File: src/rtl/uart_pkg.sv
// Shared UART hub definitions: control characters, line-assembler states, width helper.
`ifndef CLOG2
`define CLOG2(x) $clog2(x)
`endif

package uart_pkg;

  localparam logic [7:0] CHAR_CR  = 8'h0D;
  localparam logic [7:0] CHAR_LF  = 8'h0A;
  localparam logic [7:0] CHAR_BS  = 8'h08;
  localparam logic [7:0] CHAR_DEL = 8'h7F;

  typedef enum logic [1:0] {
    COLLECT = 2'd0,
    SEND    = 2'd1,
    ACK_LO  = 2'd2,
    ACK_HI  = 2'd3
  } la_state_e;

endpackage

File: src/rtl/uart_line_assembler_if.sv
// Receiver-side, transmitter-side and status signals of the line assembler.
interface uart_line_assembler_if #(
  parameter int DEPTH = 64,
  parameter int WIDTH = 8
);
  localparam int LW = `CLOG2(DEPTH) + 1;

  logic [WIDTH-1:0] rx_data;
  logic             rx_valid;
  logic [WIDTH-1:0] tx_char;
  logic             tx_new_data;
  logic             tx_rdy;
  logic [LW-1:0]    line_len;
  logic             busy;
  logic             overflow;
  logic             dropped;

  // master: the line assembler itself
  modport master (
    input  rx_data, rx_valid, tx_rdy,
    output tx_char, tx_new_data, line_len, busy, overflow, dropped
  );

  // slave: receiver/transmitter/status environment around it
  modport slave (
    output rx_data, rx_valid, tx_rdy,
    input  tx_char, tx_new_data, line_len, busy, overflow, dropped
  );
endinterface

File: src/rtl/uart_line_assembler_line_ram.sv
// Line buffer: synchronous write, asynchronous read, no reset so it maps onto FPGA RAM.
module line_ram #(
  parameter int DEPTH = 64,
  parameter int WIDTH = 8
) (
  input  logic                       clk,
  input  logic                       we_i,
  input  logic [`CLOG2(DEPTH)-1:0]   waddr_i,
  input  logic [WIDTH-1:0]           wdata_i,
  input  logic [`CLOG2(DEPTH)-1:0]   raddr_i,
  output logic [WIDTH-1:0]           rdata_o
);

  logic [WIDTH-1:0] mem [DEPTH];

  always_ff @(posedge clk) begin
    if (we_i) mem[waddr_i] <= wdata_i;
  end

  assign rdata_o = mem[raddr_i];

endmodule

File: src/rtl/uart_line_assembler.sv
// Line editor: collects received bytes with backspace editing, replays the line plus CR LF
// to the transmitter on CR using a full rdy low/high handshake per byte.
module uart_line_assembler
  import uart_pkg::*;
#(
  parameter int DEPTH = 64,
  parameter int WIDTH = 8
) (
  input  logic                  clk,
  input  logic                  rst_n,
  uart_line_assembler_if.master bus
);

  localparam int              AW      = `CLOG2(DEPTH);
  localparam int              LW      = AW + 1;
  localparam logic [LW-1:0]   DEPTH_L = LW'(DEPTH);
  localparam logic [LW-1:0]   ONE     = LW'(1);

  la_state_e        state_q, state_d;
  logic [LW-1:0]    line_len_q, line_len_d;
  logic [LW-1:0]    emit_len_q, emit_len_d;
  logic [LW-1:0]    emit_idx_q, emit_idx_d;
  logic [WIDTH-1:0] tx_char_q, tx_char_d;
  logic             tx_new_q, tx_new_d;
  logic             busy_q, busy_d;
  logic             ovf_q, ovf_d;
  logic             drop_q, drop_d;

  logic             ram_we;
  logic [WIDTH-1:0] ram_rdata;

  line_ram #(.DEPTH(DEPTH), .WIDTH(WIDTH)) u_line_ram (
    .clk     (clk),
    .we_i    (ram_we),
    .waddr_i (line_len_q[AW-1:0]),
    .wdata_i (bus.rx_data),
    .raddr_i (emit_idx_q[AW-1:0]),
    .rdata_o (ram_rdata)
  );

  always_comb begin
    state_d    = state_q;
    line_len_d = line_len_q;
    emit_len_d = emit_len_q;
    emit_idx_d = emit_idx_q;
    tx_char_d  = tx_char_q;
    tx_new_d   = 1'b0;
    busy_d     = busy_q;
    ovf_d      = ovf_q;
    drop_d     = drop_q;
    ram_we     = 1'b0;

    unique case (state_q)
      COLLECT: begin
        if (bus.rx_valid) begin
          if (bus.rx_data == WIDTH'(CHAR_CR)) begin
            emit_len_d = line_len_q;
            emit_idx_d = '0;
            busy_d     = 1'b1;
            ovf_d      = 1'b0;
            state_d    = SEND;
          end else if (bus.rx_data == WIDTH'(CHAR_LF)) begin
            line_len_d = line_len_q;
          end else if (bus.rx_data == WIDTH'(CHAR_BS) || bus.rx_data == WIDTH'(CHAR_DEL)) begin
            if (line_len_q != '0) line_len_d = line_len_q - ONE;
          end else if (line_len_q < DEPTH_L) begin
            ram_we     = 1'b1;
            line_len_d = line_len_q + ONE;
          end else begin
            ovf_d = 1'b1;
          end
        end
      end
      SEND: begin
        if (bus.tx_rdy) begin
          tx_new_d = 1'b1;
          if (emit_idx_q < emit_len_q)       tx_char_d = ram_rdata;
          else if (emit_idx_q == emit_len_q) tx_char_d = WIDTH'(CHAR_CR);
          else                               tx_char_d = WIDTH'(CHAR_LF);
          state_d = ACK_LO;
        end
      end
      ACK_LO: begin
        if (!bus.tx_rdy) state_d = ACK_HI;
      end
      ACK_HI: begin
        if (bus.tx_rdy) begin
          if (emit_idx_q == emit_len_q + ONE) begin
            line_len_d = '0;
            busy_d     = 1'b0;
            state_d    = COLLECT;
          end else begin
            emit_idx_d = emit_idx_q + ONE;
            state_d    = SEND;
          end
        end
      end
      default: state_d = COLLECT;
    endcase

    // Anything arriving outside COLLECT is lost, including the final ACK_HI exit cycle.
    if (bus.rx_valid && state_q != COLLECT) drop_d = 1'b1;
  end

  always_ff @(posedge clk or negedge rst_n) begin
    if (!rst_n) begin
      state_q    <= COLLECT;
      line_len_q <= '0;
      emit_len_q <= '0;
      emit_idx_q <= '0;
      tx_char_q  <= '0;
      tx_new_q   <= 1'b0;
      busy_q     <= 1'b0;
      ovf_q      <= 1'b0;
      drop_q     <= 1'b0;
    end else begin
      state_q    <= state_d;
      line_len_q <= line_len_d;
      emit_len_q <= emit_len_d;
      emit_idx_q <= emit_idx_d;
      tx_char_q  <= tx_char_d;
      tx_new_q   <= tx_new_d;
      busy_q     <= busy_d;
      ovf_q      <= ovf_d;
      drop_q     <= drop_d;
    end
  end

  assign bus.tx_char     = tx_char_q;
  assign bus.tx_new_data = tx_new_q;
  assign bus.line_len    = line_len_q;
  assign bus.busy        = busy_q;
  assign bus.overflow    = ovf_q;
  assign bus.dropped     = drop_q;

endmodule

File: src/flat_wrapper.sv
// flat-port wrapper written by rule: the top's interface ports become plain ports
module uart_line_assembler_flat import uart_pkg::*;
#(
  parameter int DEPTH = 64,
  parameter int WIDTH = 8
)
  (clk, rst_n, bus_rx_data, bus_rx_valid, bus_tx_rdy, bus_tx_char, bus_tx_new_data, bus_line_len, bus_busy, bus_overflow, bus_dropped);
  uart_line_assembler_if #(.DEPTH(DEPTH), .WIDTH(WIDTH)) bus_i ();
  input  logic clk;
  input  logic rst_n;
  input wire logic [$bits(bus_i.rx_data)-1:0] bus_rx_data;
  input wire logic [$bits(bus_i.rx_valid)-1:0] bus_rx_valid;
  input wire logic [$bits(bus_i.tx_rdy)-1:0] bus_tx_rdy;
  output wire logic [$bits(bus_i.tx_char)-1:0] bus_tx_char;
  output wire logic [$bits(bus_i.tx_new_data)-1:0] bus_tx_new_data;
  output wire logic [$bits(bus_i.line_len)-1:0] bus_line_len;
  output wire logic [$bits(bus_i.busy)-1:0] bus_busy;
  output wire logic [$bits(bus_i.overflow)-1:0] bus_overflow;
  output wire logic [$bits(bus_i.dropped)-1:0] bus_dropped;
  assign bus_i.rx_data = bus_rx_data;
  assign bus_i.rx_valid = bus_rx_valid;
  assign bus_i.tx_rdy = bus_tx_rdy;
  assign bus_tx_char = bus_i.tx_char;
  assign bus_tx_new_data = bus_i.tx_new_data;
  assign bus_line_len = bus_i.line_len;
  assign bus_busy = bus_i.busy;
  assign bus_overflow = bus_i.overflow;
  assign bus_dropped = bus_i.dropped;
  uart_line_assembler #(.DEPTH(DEPTH), .WIDTH(WIDTH)) u_core (.clk(clk), .rst_n(rst_n), .bus(bus_i));
endmodule
File: config.mk
export PLATFORM = sky130hd
export DESIGN_NAME = uart_line_assembler_flat
export DESIGN_NICKNAME = d
export VERILOG_FILES = /design/src/rtl/uart_pkg.sv /design/src/rtl/uart_line_assembler_if.sv /design/src/rtl/uart_line_assembler_line_ram.sv /design/src/rtl/uart_line_assembler.sv /design/src/flat_wrapper.sv
export SDC_FILE = /design/constraint.sdc
export NUM_CORES = 1
export LEC_CHECK = 0
export CAP_MARGIN = 20
export CORE_ASPECT_RATIO = 2
export CORE_MARGIN = 1.5
export CORE_UTILIZATION = 50
export DETAILED_ROUTE_END_ITERATION = 12
export MAX_ROUTING_LAYER = met4
export PLACE_DENSITY = 0.74
export SLEW_MARGIN = 20
export SYNTH_ARGS = -nofsm -noshare
export SYNTH_HDL_FRONTEND = slang
export SYNTH_SLANG_ARGS = --single-unit
File: constraint.sdc
create_clock -name clk -period 4.6 [get_ports clk]
set_clock_uncertainty 0.2 [all_clocks]
set_input_delay 0.92 -clock clk [delete_from_list [all_inputs] [get_ports clk]]
set_output_delay 0.92 -clock clk [all_outputs]
set_load 0.01 [all_outputs]
==> impl_metrics.ini <==
[finish]
layout_commonest_cell = edfxtp_1
drive_gt1_frac = 0.228
final_nets = 1366
layout_common_cells = edfxtp_1, mux4_2, buf_4
fillCellCount = 3216
area_growth_syn_to_layout_pct = 12.7

[setup_path]
cp_max_fo = 8
worstSetupStartpointType = input pin
end_kind = flip-flop
slowest_delay_ps = 410
rrSetupSlack_ps = 1280
cp.buffers_inverters = 3
slowest_stage = nand2_1
required_ps = 4680
critPathTopFamily = simple AND/OR/NAND/NOR gates
worstPathArrival_ps = 3560
worstSetupPathType = in2reg
worstPathCellList = buf_2 > nor4b_2 > and4b_1 > or2_2 > inv_1 > ha_1 > nand4_1 > nor2_1 > nand2_1 > nor2_1 > buf_4
cpMostUsedCell = nor2_1

[clock_network]
path_clk_slew_ps = 70
numCtsBuffers = 44
cts_tree = done
cts_sinks = 547
clockBufferDepth = 3
holdBufCountCts = 0
clockRootBuffer = clkbuf_16
post_cts_buffers = 0
insertion_delay_ps = 570
cts_resized = 0
htree_levels = 2

[logic_synthesis]
synth_warnings = 0
ys_ff_latch = 547
ys_types = 62
synthCells = 1215
avgSynthCellArea_um2 = 18.3
async_flop_share = 0.0640
synth_edf_count = 512
synthesis.area_um2 = 22200
synth_ff_type = edfxtp_1
synthesis.nets = 1247
ys_seq_area_frac = 0.731

[power]
p_per_area_nw_per_um2 = 496
ir_worst_vdd_mv = 0.274
p_seq_frac = 0.476
intPower_mw = 8.85
p_sw_frac = 0.288
pwr-share-clk = 0.302
pwr-share-comb = 0.222
leakage_nw = 8.15
p_sw_mw = 3.58

[routing]
drtIter0Drc = 1318
vias = 12233
drc_errors = 0
dr_wl_met2_mm = 29.9
drtAntennaViolNets = 0
viasPerCell = 6.36
highest_layer = met4
wl_per_cell_um = 29.4
first_pass_iters = 7
wl_mm = 56.6
met3_wirelength_mm = 3.66
wl_met1_mm = 18.3

[global_routing]
track_usage = 0.260
grt_antenna_before_repair = 1
grt_pass1_vias = 12601
grt_pass1_wl_mm = 83.4
grt_max_degree = 65
gr-total-overflow = 0

[floorplan]
die_area_um2 = 45800
die_w_um = 152
rows = 109
coreArea_um2 = 44100
initial_utilization = 0.504
die_h_um = 301
io_pins = 31

[placed_design]
dpl.hpwl_mm = 38.0
gp_congestion = 0.957
portBuffers = 30

[sta]
max_slew.worst_pin.slew_ps = 1130
max_slew_margin = 0.244
finalSetupViolations = 0
fmax_mhz = 288
setup_tns_ps = 0
drv_slew = 0
period_needed_ps = 3470
rsz0062_at_grt = no
finalHoldViolations = 0
hold_ws_ps = 252
fin_crit_sh = 0.755

[min_path]
hold_class = in2async

[status]
outcome = finished clean

[run]
maxCapViolCount = 0
[sequential cells by signal (all words and copies together) (netlist names), 2 cells and up]
register,count
u_core.u_line_ram.mem,512
u_core.bus.tx_char,8
u_core.state_q,2
u_core.emit_len_q,7
u_core.emit_idx_q,7
u_core.bus.line_len,7
[cell families after synthesis]
family,after synthesis,synth area share
xor gates and xnor gates,12,0.00473
buffers and inverters,84,0.0190
AOI/OAI and AO/OA,133,0.0402
adders and majority gates,20,0.0116
and+or+nand+nor,264,0.0542
DFF,547,0.731
muxes,155,0.139
[layer usage]
layer  global-route usage  up-vias
met2                0.448      651
met3               0.0328      185
met1                0.274     6290
met5                    -        -
li1                     -     5107
met4                0.187        0
[Yosys cell counts, drive strengths merged (5+ instances only)]
cell type / instances / area share
a21o: 5 / 0.0017
nand4: 8 / 0.0023
nor2: 88 / 0.015
mux4: 122 / 0.12
dfrtp: 35 / 0.039
a22oi: 15 / 0.0051
nor2b: 8 / 0.0023
a211oi: 9 / 0.0030
clkbuf: 20 / 0.0034
a22o: 6 / 0.0024
mux2: 6 / 0.0030
ha: 19 / 0.011
o211ai: 7 / 0.0024
a21oi: 38 / 0.0086
o21ai: 15 / 0.0034
buf: 38 / 0.011
nand3: 36 / 0.0081
mux2i: 27 / 0.012
inv: 24 / 0.0041
nor3: 10 / 0.0023
edfxtp: 512 / 0.69
nand2: 87 / 0.015
xnor2: 10 / 0.0039
a31oi: 9 / 0.0025
[per-stage QoR]
step / worst slack [ps] / utilization / power (mW) / instances / instance area, um2
after floorplan: 1220 / - / 7.74 / 1215 / 22200
after global placement: 749 / 0.536 / 8.69 / 1843 / 23600
after detailed placement: 608 / 0.536 / 8.75 / 1843 / 23600
after CTS: 1180 / 0.569 / 12.4 / 1923 / 25000
after global routing: 1050 / 0.569 / 12.8 / 1924 / 25000
final: 1130 / 0.569 / 12.4 / 1924 / 25000
[power groups by stage]
stage          registers [mW]  clock network (mW)  logic [mW]
3_5_place_dp             6.01                   0        2.74
4_1_cts                  5.91                3.79        2.75
5_1_grt                  5.93                3.96        2.92
2_1_floorplan            5.76                   0        1.97
6_report                 5.91                3.75        2.76
3_3_place_gp             6.00                   0        2.69
[final timing paths]
| path | from | cells past startpoint | end |
|---|---|---|---|
| hold reg to reg | u_core.bus.dropped | 1 | u_core.bus.dropped |
| min in group clk | u_core.bus.dropped | 1 | u_core.bus.dropped |
| setup reg to reg | u_core.emit_idx_q[1] | 6 | u_core.bus.tx_char[5] |
| setup / recovery | bus_rx_data[4] | 11 | u_core.u_line_ram.mem[53][7] |
| max in group asynchronous | rst_n | 1 | u_core.emit_idx_q[1] |
| hold / removal | rst_n | 1 | u_core.bus.line_len[5] |
[final cells by class]
class,count,area (um2),area share
clock inverters,29,260,0.0104
flip-flops and latches,547,16300,0.649
diodes,1,2.50,0.0000999
multi-input cells,584,5550,0.221
inverters,26,97.6,0.00390
well taps,555,694,0.0277
repair buffers,131,1030,0.0410
clock buffers,51,1160,0.0463
Power figures use the tool's default switching activity.
